[src/rtl/gpu_pkg.sv]
`default_nettype none
// ============================================================================
// Module   : gpu_pkg
// Purpose  : Shared definitions for the GPU per-lane register file:
//            - default sizes (data width, register count, predicate count)
//            - context save/restore state encoding
//            - predicate-beat packing helper used by the save stream
// Revision : 1.0  initial release
// ============================================================================
package gpu_pkg;

    localparam int DEF_DATA_W    = 32;
    localparam int DEF_NUM_REGS  = 16;
    localparam int DEF_NUM_PREDS = 4;

    typedef enum logic [1:0] {
        IDLE    = 2'd0,
        SAVE    = 2'd1,
        RESTORE = 2'd2
    } ctx_state_t;

    // The predicate beat carries the predicates in the low bits, upper bits 0.
    function automatic logic [DEF_DATA_W-1:0] pack_pred_beat(
        input logic [DEF_NUM_PREDS-1:0] preds
    );
        logic [DEF_DATA_W-1:0] beat;
        beat = '0;
        beat[DEF_NUM_PREDS-1:0] = preds;
        return beat;
    endfunction

endpackage
`default_nettype wire

[src/rtl/gpu_regfile_if.sv]
`default_nettype none
// ============================================================================
// Module   : gpu_regfile_if
// Purpose  : Bus bundle for the GPU register file.
//            Ports grouped: read ports (rd_addr*/rd_data*), write port
//            (wr_*), predicate port (pred_*), context control
//            (save_start/restore_start/busy/done), context out stream
//            (ctx_out_*) and context in stream (ctx_in_*).
//            master = scheduler/work-queue side, slave = register file.
// Revision : 1.0  initial release
// ============================================================================
interface gpu_regfile_if
    import gpu_pkg::*;
#(
    parameter int DATA_W    = DEF_DATA_W,
    parameter int NUM_REGS  = DEF_NUM_REGS,
    parameter int NUM_PREDS = DEF_NUM_PREDS,
    parameter int CTX_REGS  = 8
);
    localparam int c_addr_w = $clog2(NUM_REGS);
    localparam int c_pred_w = (NUM_PREDS > 1) ? $clog2(NUM_PREDS) : 1;
    localparam int c_idx_w  = $clog2(CTX_REGS + 1);

    logic [c_addr_w-1:0] rd_addr0;
    logic [c_addr_w-1:0] rd_addr1;
    logic [DATA_W-1:0]   rd_data0;
    logic [DATA_W-1:0]   rd_data1;
    logic                wr_en;
    logic [c_addr_w-1:0] wr_addr;
    logic [DATA_W-1:0]   wr_data;
    logic [c_pred_w-1:0] pred_rd_addr;
    logic                pred_rd_data;
    logic                pred_wr_en;
    logic [c_pred_w-1:0] pred_wr_addr;
    logic                pred_wr_data;
    logic                save_start;
    logic                restore_start;
    logic                busy;
    logic                done;
    logic                ctx_out_valid;
    logic                ctx_out_ready;
    logic [DATA_W-1:0]   ctx_out_data;
    logic [c_idx_w-1:0]  ctx_out_idx;
    logic                ctx_in_valid;
    logic                ctx_in_ready;
    logic [DATA_W-1:0]   ctx_in_data;

    modport master (
        output rd_addr0, rd_addr1, wr_en, wr_addr, wr_data,
        output pred_rd_addr, pred_wr_en, pred_wr_addr, pred_wr_data,
        output save_start, restore_start, ctx_out_ready, ctx_in_valid, ctx_in_data,
        input  rd_data0, rd_data1, pred_rd_data, busy, done,
        input  ctx_out_valid, ctx_out_data, ctx_out_idx, ctx_in_ready
    );

    modport slave (
        input  rd_addr0, rd_addr1, wr_en, wr_addr, wr_data,
        input  pred_rd_addr, pred_wr_en, pred_wr_addr, pred_wr_data,
        input  save_start, restore_start, ctx_out_ready, ctx_in_valid, ctx_in_data,
        output rd_data0, rd_data1, pred_rd_data, busy, done,
        output ctx_out_valid, ctx_out_data, ctx_out_idx, ctx_in_ready
    );

endinterface
`default_nettype wire

[src/rtl/gpu_regfile_ctx_fsm.sv]
`default_nettype none
// ============================================================================
// Module   : gpu_regfile_ctx_fsm
// Purpose  : Context save/restore sequencer. Tracks state and beat counter
//            (0..CTX_REGS) and generates the stream handshakes.
// Ports    : clk, rst            clock, async active-high reset
//            i_save_start        request save (wins over restore)
//            i_restore_start     request restore
//            i_out_ready         save stream ready from consumer
//            i_in_valid          restore stream valid from producer
//            o_busy, o_done      status / completion pulse
//            o_out_valid         save stream valid
//            o_in_ready          restore stream ready
//            o_beat              current beat index
//            o_restore_we        restore beat accepted this cycle
// Revision : 1.0  initial release
// ============================================================================
module gpu_regfile_ctx_fsm
    import gpu_pkg::*;
#(
    parameter int CTX_REGS = 8,
    parameter int IDX_W    = $clog2(CTX_REGS + 1)
) (
    input  wire logic             clk,
    input  wire logic             rst,
    input  wire logic             i_save_start,
    input  wire logic             i_restore_start,
    input  wire logic             i_out_ready,
    input  wire logic             i_in_valid,
    output logic                  o_busy,
    output logic                  o_done,
    output logic                  o_out_valid,
    output logic                  o_in_ready,
    output logic [IDX_W-1:0]      o_beat,
    output logic                  o_restore_we
);

    localparam logic [IDX_W-1:0] c_last_beat = IDX_W'(CTX_REGS);

    ctx_state_t       r_state;
    logic [IDX_W-1:0] r_beat;
    logic             r_busy;
    logic             r_done;
    logic             r_out_valid;
    logic             r_in_ready;

    always_ff @(posedge clk or posedge rst) begin
        if (rst) begin
            r_state     <= IDLE;
            r_beat      <= '0;
            r_busy      <= 1'b0;
            r_done      <= 1'b0;
            r_out_valid <= 1'b0;
            r_in_ready  <= 1'b0;
        end else begin
            r_done <= 1'b0;
            case (r_state)
                IDLE: begin
                    r_beat <= '0;
                    if (i_save_start) begin
                        r_state     <= SAVE;
                        r_busy      <= 1'b1;
                        r_out_valid <= 1'b1;
                    end else if (i_restore_start) begin
                        r_state    <= RESTORE;
                        r_busy     <= 1'b1;
                        r_in_ready <= 1'b1;
                    end
                end
                SAVE: begin
                    if (i_out_ready) begin
                        if (r_beat == c_last_beat) begin
                            r_state     <= IDLE;
                            r_beat      <= '0;
                            r_busy      <= 1'b0;
                            r_out_valid <= 1'b0;
                            r_done      <= 1'b1;
                        end else begin
                            r_beat <= r_beat + IDX_W'(1);
                        end
                    end
                end
                RESTORE: begin
                    if (i_in_valid) begin
                        if (r_beat == c_last_beat) begin
                            r_state    <= IDLE;
                            r_beat     <= '0;
                            r_busy     <= 1'b0;
                            r_in_ready <= 1'b0;
                            r_done     <= 1'b1;
                        end else begin
                            r_beat <= r_beat + IDX_W'(1);
                        end
                    end
                end
                default: begin
                    r_state     <= IDLE;
                    r_beat      <= '0;
                    r_busy      <= 1'b0;
                    r_out_valid <= 1'b0;
                    r_in_ready  <= 1'b0;
                end
            endcase
        end
    end

    assign o_busy       = r_busy;
    assign o_done       = r_done;
    assign o_out_valid  = r_out_valid;
    assign o_in_ready   = r_in_ready;
    assign o_beat       = r_beat;
    // The beat is committed on the same edge that accepts it.
    assign o_restore_we = r_in_ready & i_in_valid;

endmodule
`default_nettype wire

[src/rtl/gpu_regfile.sv]
`default_nettype none
// ============================================================================
// Module   : gpu_regfile
// Purpose  : Per-lane GPU register file with predicate array and a context
//            save/restore engine.
// Ports    : clk   clock
//            rst   async active-high reset
//            bus   gpu_regfile_if.slave: two registered read ports with
//                  write bypass, one write port, predicate read/write port,
//                  save/restore control and the ctx_out/ctx_in streams.
// Revision : 1.0  initial release
// ============================================================================
module gpu_regfile
    import gpu_pkg::*;
#(
    parameter int DATA_W    = DEF_DATA_W,
    parameter int NUM_REGS  = DEF_NUM_REGS,
    parameter int NUM_PREDS = DEF_NUM_PREDS,
    parameter int CTX_BASE  = 0,
    parameter int CTX_REGS  = 8,
    parameter int ZERO_REG  = 1
) (
    input  wire logic     clk,
    input  wire logic     rst,
    gpu_regfile_if.slave  bus
);

    localparam int c_addr_w = $clog2(NUM_REGS);
    localparam int c_idx_w  = $clog2(CTX_REGS + 1);
    localparam bit c_zero   = (ZERO_REG != 0);
    localparam logic [c_addr_w-1:0] c_ctx_base  = c_addr_w'(CTX_BASE);
    localparam logic [c_idx_w-1:0]  c_pred_beat = c_idx_w'(CTX_REGS);

    logic [DATA_W-1:0]    r_regs [NUM_REGS];
    logic [NUM_PREDS-1:0] r_preds;
    logic [DATA_W-1:0]    r_rd_data0;
    logic [DATA_W-1:0]    r_rd_data1;
    logic                 r_pred_rd_data;

    logic                 w_busy;
    logic                 w_out_valid;
    logic [c_idx_w-1:0]   w_beat;
    logic                 w_rs_we;
    logic                 w_wr_acc;
    logic                 w_pwr_acc;
    logic [c_addr_w-1:0]  w_beat_addr;
    logic                 w_beat_is_pred;
    logic                 w_rs_reg_we;
    logic                 w_rs_pred_we;
    logic [DATA_W-1:0]    w_sv_reg;
    logic [DATA_W-1:0]    w_sv_pred;
    logic [DATA_W-1:0]    w_rd0;
    logic [DATA_W-1:0]    w_rd1;
    logic                 w_prd;

    gpu_regfile_ctx_fsm #(
        .CTX_REGS (CTX_REGS),
        .IDX_W    (c_idx_w)
    ) u_ctx_fsm (
        .clk             (clk),
        .rst             (rst),
        .i_save_start    (bus.save_start),
        .i_restore_start (bus.restore_start),
        .i_out_ready     (bus.ctx_out_ready),
        .i_in_valid      (bus.ctx_in_valid),
        .o_busy          (w_busy),
        .o_done          (bus.done),
        .o_out_valid     (w_out_valid),
        .o_in_ready      (bus.ctx_in_ready),
        .o_beat          (w_beat),
        .o_restore_we    (w_rs_we)
    );

    // Port writes are ignored while a context transfer owns the array;
    // writes to r0 are dropped up front so they also never bypass.
    assign w_wr_acc  = bus.wr_en && !w_busy && !(c_zero && (bus.wr_addr == '0));
    assign w_pwr_acc = bus.pred_wr_en && !w_busy;

    assign w_beat_addr    = c_ctx_base + c_addr_w'(w_beat);
    assign w_beat_is_pred = (w_beat == c_pred_beat);
    assign w_rs_reg_we    = w_rs_we && !w_beat_is_pred && !(c_zero && (w_beat_addr == '0));
    assign w_rs_pred_we   = w_rs_we && w_beat_is_pred;

    assign w_sv_reg = (c_zero && (w_beat_addr == '0)) ? '0 : r_regs[w_beat_addr];

    generate
        if (DATA_W == DEF_DATA_W && NUM_PREDS == DEF_NUM_PREDS) begin : g_pred_helper
            assign w_sv_pred = pack_pred_beat(r_preds);
        end else begin : g_pred_ext
            always_comb begin
                w_sv_pred = '0;
                w_sv_pred[NUM_PREDS-1:0] = r_preds;
            end
        end
    endgenerate

    // Read muxes: zero register beats bypass, bypass beats array contents.
    always_comb begin
        w_rd0 = r_regs[bus.rd_addr0];
        if (w_wr_acc && (bus.wr_addr == bus.rd_addr0)) w_rd0 = bus.wr_data;
        if (c_zero && (bus.rd_addr0 == '0))            w_rd0 = '0;
        w_rd1 = r_regs[bus.rd_addr1];
        if (w_wr_acc && (bus.wr_addr == bus.rd_addr1)) w_rd1 = bus.wr_data;
        if (c_zero && (bus.rd_addr1 == '0))            w_rd1 = '0;
        w_prd = r_preds[bus.pred_rd_addr];
        if (w_pwr_acc && (bus.pred_wr_addr == bus.pred_rd_addr)) w_prd = bus.pred_wr_data;
    end

    always_ff @(posedge clk or posedge rst) begin
        if (rst) begin
            for (int i = 0; i < NUM_REGS; i++) r_regs[i] <= '0;
            r_preds        <= '0;
            r_rd_data0     <= '0;
            r_rd_data1     <= '0;
            r_pred_rd_data <= 1'b0;
        end else begin
            if (w_wr_acc)     r_regs[bus.wr_addr] <= bus.wr_data;
            if (w_rs_reg_we)  r_regs[w_beat_addr] <= bus.ctx_in_data;
            if (w_pwr_acc)    r_preds[bus.pred_wr_addr] <= bus.pred_wr_data;
            if (w_rs_pred_we) r_preds <= bus.ctx_in_data[NUM_PREDS-1:0];
            r_rd_data0     <= w_rd0;
            r_rd_data1     <= w_rd1;
            r_pred_rd_data <= w_prd;
        end
    end

    assign bus.rd_data0      = r_rd_data0;
    assign bus.rd_data1      = r_rd_data1;
    assign bus.pred_rd_data  = r_pred_rd_data;
    assign bus.busy          = w_busy;
    assign bus.ctx_out_valid = w_out_valid;
    // Stream fields are forced to 0 outside SAVE so the bus is quiet when idle.
    assign bus.ctx_out_data  = w_out_valid ? (w_beat_is_pred ? w_sv_pred : w_sv_reg) : '0;
    assign bus.ctx_out_idx   = w_out_valid ? w_beat : '0;

endmodule
`default_nettype wire

[src/flat_wrapper.sv]
// flat-port wrapper written by rule: the top's interface ports become plain ports
module gpu_regfile_flat import gpu_pkg::*;
#(
    parameter int DATA_W    = DEF_DATA_W,
    parameter int NUM_REGS  = DEF_NUM_REGS,
    parameter int NUM_PREDS = DEF_NUM_PREDS,
    parameter int CTX_BASE  = 0,
    parameter int CTX_REGS  = 8,
    parameter int ZERO_REG  = 1
)
  (clk, rst, bus_rd_addr0, bus_rd_addr1, bus_wr_en, bus_wr_addr, bus_wr_data, bus_pred_rd_addr, bus_pred_wr_en, bus_pred_wr_addr, bus_pred_wr_data, bus_save_start, bus_restore_start, bus_ctx_out_ready, bus_ctx_in_valid, bus_ctx_in_data, bus_rd_data0, bus_rd_data1, bus_pred_rd_data, bus_busy, bus_done, bus_ctx_out_valid, bus_ctx_out_data, bus_ctx_out_idx, bus_ctx_in_ready);
  gpu_regfile_if #(.DATA_W(DATA_W), .NUM_REGS(NUM_REGS), .NUM_PREDS(NUM_PREDS), .CTX_REGS(CTX_REGS)) bus_i ();
  input  wire logic clk;
  input  wire logic rst;
  input wire logic [$bits(bus_i.rd_addr0)-1:0] bus_rd_addr0;
  input wire logic [$bits(bus_i.rd_addr1)-1:0] bus_rd_addr1;
  input wire logic [$bits(bus_i.wr_en)-1:0] bus_wr_en;
  input wire logic [$bits(bus_i.wr_addr)-1:0] bus_wr_addr;
  input wire logic [$bits(bus_i.wr_data)-1:0] bus_wr_data;
  input wire logic [$bits(bus_i.pred_rd_addr)-1:0] bus_pred_rd_addr;
  input wire logic [$bits(bus_i.pred_wr_en)-1:0] bus_pred_wr_en;
  input wire logic [$bits(bus_i.pred_wr_addr)-1:0] bus_pred_wr_addr;
  input wire logic [$bits(bus_i.pred_wr_data)-1:0] bus_pred_wr_data;
  input wire logic [$bits(bus_i.save_start)-1:0] bus_save_start;
  input wire logic [$bits(bus_i.restore_start)-1:0] bus_restore_start;
  input wire logic [$bits(bus_i.ctx_out_ready)-1:0] bus_ctx_out_ready;
  input wire logic [$bits(bus_i.ctx_in_valid)-1:0] bus_ctx_in_valid;
  input wire logic [$bits(bus_i.ctx_in_data)-1:0] bus_ctx_in_data;
  output wire logic [$bits(bus_i.rd_data0)-1:0] bus_rd_data0;
  output wire logic [$bits(bus_i.rd_data1)-1:0] bus_rd_data1;
  output wire logic [$bits(bus_i.pred_rd_data)-1:0] bus_pred_rd_data;
  output wire logic [$bits(bus_i.busy)-1:0] bus_busy;
  output wire logic [$bits(bus_i.done)-1:0] bus_done;
  output wire logic [$bits(bus_i.ctx_out_valid)-1:0] bus_ctx_out_valid;
  output wire logic [$bits(bus_i.ctx_out_data)-1:0] bus_ctx_out_data;
  output wire logic [$bits(bus_i.ctx_out_idx)-1:0] bus_ctx_out_idx;
  output wire logic [$bits(bus_i.ctx_in_ready)-1:0] bus_ctx_in_ready;
  assign bus_i.rd_addr0 = bus_rd_addr0;
  assign bus_i.rd_addr1 = bus_rd_addr1;
  assign bus_i.wr_en = bus_wr_en;
  assign bus_i.wr_addr = bus_wr_addr;
  assign bus_i.wr_data = bus_wr_data;
  assign bus_i.pred_rd_addr = bus_pred_rd_addr;
  assign bus_i.pred_wr_en = bus_pred_wr_en;
  assign bus_i.pred_wr_addr = bus_pred_wr_addr;
  assign bus_i.pred_wr_data = bus_pred_wr_data;
  assign bus_i.save_start = bus_save_start;
  assign bus_i.restore_start = bus_restore_start;
  assign bus_i.ctx_out_ready = bus_ctx_out_ready;
  assign bus_i.ctx_in_valid = bus_ctx_in_valid;
  assign bus_i.ctx_in_data = bus_ctx_in_data;
  assign bus_rd_data0 = bus_i.rd_data0;
  assign bus_rd_data1 = bus_i.rd_data1;
  assign bus_pred_rd_data = bus_i.pred_rd_data;
  assign bus_busy = bus_i.busy;
  assign bus_done = bus_i.done;
  assign bus_ctx_out_valid = bus_i.ctx_out_valid;
  assign bus_ctx_out_data = bus_i.ctx_out_data;
  assign bus_ctx_out_idx = bus_i.ctx_out_idx;
  assign bus_ctx_in_ready = bus_i.ctx_in_ready;
  gpu_regfile #(.DATA_W(DATA_W), .NUM_REGS(NUM_REGS), .NUM_PREDS(NUM_PREDS), .CTX_BASE(CTX_BASE), .CTX_REGS(CTX_REGS), .ZERO_REG(ZERO_REG)) u_core (.clk(clk), .rst(rst), .bus(bus_i));
endmodule
[config.mk]
export PLATFORM = sky130hd
export DESIGN_NAME = gpu_regfile_flat
export DESIGN_NICKNAME = d
export VERILOG_FILES = /design/src/rtl/gpu_pkg.sv /design/src/rtl/gpu_regfile_if.sv /design/src/rtl/gpu_regfile_ctx_fsm.sv /design/src/rtl/gpu_regfile.sv /design/src/flat_wrapper.sv
export SDC_FILE = /design/constraint.sdc
export NUM_CORES = 2
export LEC_CHECK = 0
export ABC_CLOCK_PERIOD_IN_PS = 26200
export BUFFER_PORTS_ARGS = -buffer_cell sky130_fd_sc_hd__clkbuf_2
export CELL_PAD_IN_SITES_DETAIL_PLACEMENT = 0
export CELL_PAD_IN_SITES_GLOBAL_PLACEMENT = 1
export CORE_MARGIN = 2
export CORE_UTILIZATION = 45
export CTS_CLUSTER_SIZE = 30
export DETAILED_ROUTE_END_ITERATION = 12
export GPL_ROUTABILITY_DRIVEN = 0
export GPL_TIMING_DRIVEN = 0
export HOLD_SLACK_MARGIN = 0.06
export PLACE_DENSITY_LB_ADDON = 0.1
export SETUP_SLACK_MARGIN = 0.1
export SLEW_MARGIN = 15
export SYNTH_ARGS = -nofsm -noshare
export SYNTH_HDL_FRONTEND = slang
export SYNTH_HIERARCHICAL = 1
export SYNTH_SLANG_ARGS = --single-unit
[constraint.sdc]
create_clock -name clk -period 26.2 [get_ports clk]
set_input_delay 0 -clock clk [delete_from_list [all_inputs] [get_ports clk]]
set_output_delay 0 -clock clk [all_outputs]
set_load 0.01 [all_outputs]
==> impl_summary.log <==
[metrics] run status: completed
[metrics] number of storage elements in the synthesis netlist: 591
[metrics] Top-Level Pins: between 150 and 200
[metrics] type of element capturing the critical path: flip-flop
[metrics] number of antenna violations at the first check in global routing: 12
[metrics] total power consumption of the routed design: 0.00464 W
[metrics] total number of placement rows: between 100 and 150
[metrics] Non-Filler Instances: ~4,800
[metrics] maximum fanout encountered on the critical timing path: 10
[metrics] initial standard-cell utilization of the core: between 40% and 50%
[metrics] crit share post-route: ~16%
[metrics] final-stage net count: between 3,000 and 4,000
[metrics] worst hold slack: 132 ps
[metrics] worst hold stages: 4
[metrics] vias in the first global route: about 32,000
[metrics] number of nets with antenna violations after routing: 0
[metrics] Area growth syn-to-layout: 15.1%
[metrics] width of the chip: 296 um
[metrics] detail-routed net length per standard cell: 37.8 um
[metrics] average size of a mapped cell: 11.9 um^2
[metrics] Post-Synthesis Net Count: around 3,300
[metrics] multiplexer share of the synthesized area: about 42%
[metrics] dominant combinational cell family by area after synthesis: multiplexers
[metrics] H-tree depth: 3
[metrics] share of synthesized area occupied by flip-flops and latches: 38.4%
[metrics] total routed wirelength: roughly 180 mm
[metrics] time the worst path needs with I/O delays and setup: approximately 4300 ps
[metrics] Core Footprint: 0.0849 mm^2
[metrics] length of the first detailed-routing pass in iterations: 8
[metrics] worst-case clock buffer depth: 3
[metrics] All-Layer GR Usage: around two fifths
[metrics] Clock Latency Late Sink: about 640 ps
[metrics] worst-case headroom to the max-slew limit: 8.66%
[metrics] detailed router's first-iteration violation count: a little under 5,000
[metrics] dominant synthesized flop cell: sky130_fd_sc_hd__dfrtp_1
[metrics] Buffers & Inverters on Critical Path: 4
[metrics] Vias: about 33,000
[metrics] number of standard cells after synthesis: roughly 3,200
[metrics] switching fraction of total power: a little under two fifths
[metrics] largest stage delay on the critical path: around 900 ps
[metrics] pin count of the biggest net entering global routing: roughly 110
[metrics] Chip Height: between 200 and 300 um
[metrics] clock buffers created by TritonCTS: 73
[metrics] Post-Synthesis Cell Area: slightly below 0.04 mm^2
[metrics] slew at the pin closest to its max-slew limit: ~1400 ps
[metrics] sum of overflow across all layers after global routing: 0
[metrics] Logic pwr share: between 40% and 50%
[metrics] highest-delay cell along the critical path: sky130_fd_sc_hd__nand3_1
[metrics] number of port buffers: around 150
[metrics] clock tree from TritonCTS: done
[metrics] final setup fails: 0
[metrics] cell-internal power: 0.00291 W
[metrics] sequential group share of total power: between 30% and 40%
[metrics] data required time of the worst path: around 27,000 ps
[metrics] endpoint arrival time on the critical path: between 4000 and 5000 ps
[metrics] number of pins exceeding their max-slew limit in the final report: 0
[metrics] max frequency: 232 MHz
[metrics] hold violation count in the final report: 0
[metrics] count of warnings emitted by yosys: 6
[metrics] clock sinks: around 590
[metrics] Root Buffer: sky130_fd_sc_hd__clkbuf_16
[metrics] Crit Path Class: reg -> reg
[metrics] Setup crit start kind: flip-flop
[metrics] EDFF count, synth: 0
[metrics] total power per unit cell area: 105 mW/mm^2
[metrics] clock-pin slew on the worst setup and hold paths: around 60 ps
[metrics] cell repeated most along the worst path: sky130_fd_sc_hd__buf_2
[metrics] total negative slack: 0 ps
[metrics] number of cells on the critical path: 7
[metrics] vias per cell: 6.92
[metrics] Yosys cell types: between 40 and 50
[metrics] Clk network pwr share: 22.3%
[metrics] Layout fillers: 7,546
[metrics] Compound-Gate Fraction of Synth Area: 7.86%
[metrics] Worst Clk Skew: 23.8 ps
[metrics] adder-cell share of the synthesized area: 0.163%
[metrics] share of synthesized cell area in and, or, nand and nor gates: 6.30%
[metrics] Die Footprint: 0.0879 mm^2
[metrics] total instance count after detailed placement: roughly 4,500
[metrics] RSZ-0062 raised after global routing: false
[metrics] peak ir drop on the vdd network: approximately 0.000075 V
[metrics] depth of the worst register-to-register path: 7
[metrics] DP HPWL: between 100 and 150 mm
[metrics] Worst path top cell family by delay: buffers and inverters
[metrics] max_cap viols: 0
[metrics] class of the worst hold path: in -> reg
[metrics] first-pass GRT wire length: around 250 mm
[metrics] share of flip-flops with an asynchronous set or reset after synthesis: 100%
[metrics] Post-Synth XOR/XNOR Area: less than 1%
[metrics] leakage power total: 20.0 nW
[metrics] worst path cell trace: buf_2 > buf_2 > nand3_1 > clkbuf_1 > nor2_1 > a21oi_1 > dlygate4sd3_1
[metrics] P_sw: around 0.0017 W
[metrics] detailed-route DRC error count: 0
[metrics] proportion of layout cells with a drive suffix above 1: 25.2%
[layout by cell type (no fill, tap or decap), drive strengths merged, types with 64 or more instances in the layout]
master and instances:
a21oi 358, a22o 64, buf 181, clkbuf 493, dfrtp 591, dlygate4sd3 103
mux2i 649, mux4 413, nand2 118, nor2 360, o21ai 100
[state kept, by name (all words and copies together), names as in the netlist]
name and flops:
u_core/bus.pred_rd_data 1, u_core/bus.rd_data0 32, u_core/bus.rd_data1 32, u_core/r_preds 4
u_core/r_regs 512, u_core/u_ctx_fsm/o_beat 4, u_core/u_ctx_fsm/o_busy 1, u_core/u_ctx_fsm/o_done 1
u_core/u_ctx_fsm/o_in_ready 1, u_core/u_ctx_fsm/o_out_valid 1, u_core/u_ctx_fsm/r_state 2
[path summary, 6_finish.rpt]
check / from / to / slack, ps
min: bus_rd_addr1[3] / u_core/bus.rd_data1[19] / 130
min in group asynchronous: rst / u_core/r_preds[1] / 510
max: u_core/u_ctx_fsm/o_beat[2] / u_core/r_regs[17] / 21880
max in group asynchronous: rst / u_core/r_regs[497] / 23920
min reg2reg: u_core/r_regs[490] / u_core/r_regs[490] / 510
max reg2reg: u_core/u_ctx_fsm/o_beat[2] / u_core/r_regs[17] / 21880
[Yosys cell counts, drive strengths merged, types with 5 or more instances]
master / n / area [um^2]
a22o: 64 / 561
buf: 175 / 920
mux2: 39 / 439
mux4: 413 / 9300
dfrtp: 591 / 14800
nand2: 118 / 443
mux2i: 649 / 6500
nor2b: 35 / 219
clkbuf: 237 / 890
xor2: 8 / 70.1
nor2: 360 / 1350
o21ai: 100 / 500
a21oi: 358 / 1790
nand4b: 5 / 43.8
ha: 5 / 62.6
and2: 9 / 56.3
nor3b: 5 / 37.5
inv: 11 / 41.3
nor4: 5 / 31.3
nand3: 5 / 25.0
[worst reg2reg max path, stage by stage, from the launching register on]
cell and delay, ps:
sky130_fd_sc_hd__dfrtp_1 510, sky130_fd_sc_hd__buf_2 670, sky130_fd_sc_hd__buf_2 530, sky130_fd_sc_hd__nand3_1 900, sky130_fd_sc_hd__clkbuf_1 700, sky130_fd_sc_hd__nor2_1 220, sky130_fd_sc_hd__a21oi_1 50, sky130_fd_sc_hd__dlygate4sd3_1 610
[power groups by stage]
stage / Combinational [W] / Clock (W) / Sequential [W]
after floorplan: 0.00127 / 0 / 0.00158
after global placement: 0.00176 / 0 / 0.00167
after detailed placement: 0.00180 / 0 / 0.00171
final: 0.00188 / 0.00103 / 0.00172
after CTS: 0.00184 / 0.00104 / 0.00170
after global routing: 0.00197 / 0.00108 / 0.00176
[final cells by class]
cell class	instances	area [um^2]	area share, %
clock buffers	105	2190	4.95
flip-flops and latches	591	14800	33.4
diodes	7	17.5	0.0395
repair buffers	260	1950	4.41
plain buffers	412	1840	4.14
multi-input cells	2223	21800	49.3
inverters	11	48.8	0.110
well taps	1144	1430	3.23
clock inverters	22	199	0.449
[per-stage QoR]
stage               instance area [um^2]  setup WS (ps)  util [%]
floorplan                          38500           9940         -
global placement                   40700           2820      47.9
detailed placement                 40900          22620      48.1
CTS                                44300          22060      52.2
global route                       44300          21850      52.2
finish                             44300          21880      52.2
[repair_timing]
| item | CTS | global route |
|---|---|---|
| hold buffers | 103 | 0 |
| endpoints found under the setup margin | 0 | 0 |
| setup buffers | 0 | 0 |
| endpoints found under the hold margin | 660 | 0 |
| resized for setup | 0 | 0 |
[logic make-up (layout without fill, tap and decap cells)]
family / Yosys count / count (layout)
simple gates: 568 / 568
xor+xnor: 10 / 10
buf+inv: 423 / 810
flops: 591 / 591
mux: 1101 / 1101
fa+ha+maj: 5 / 5
other cells: 0 / 7
compound gates: 539 / 539
[metal layers]
metal / share of wire, % / vias up / track usage [%]
met1: 36 / 16858 / 52.1
met4: 8.2 / 16 / 29.3
met2: 42 / 2705 / 58.0
li1: - / 12777 / -
met5: 0.083 / - / 0.499
met3: 14 / 681 / 14.8
Power figures use the tool's default switching activity.
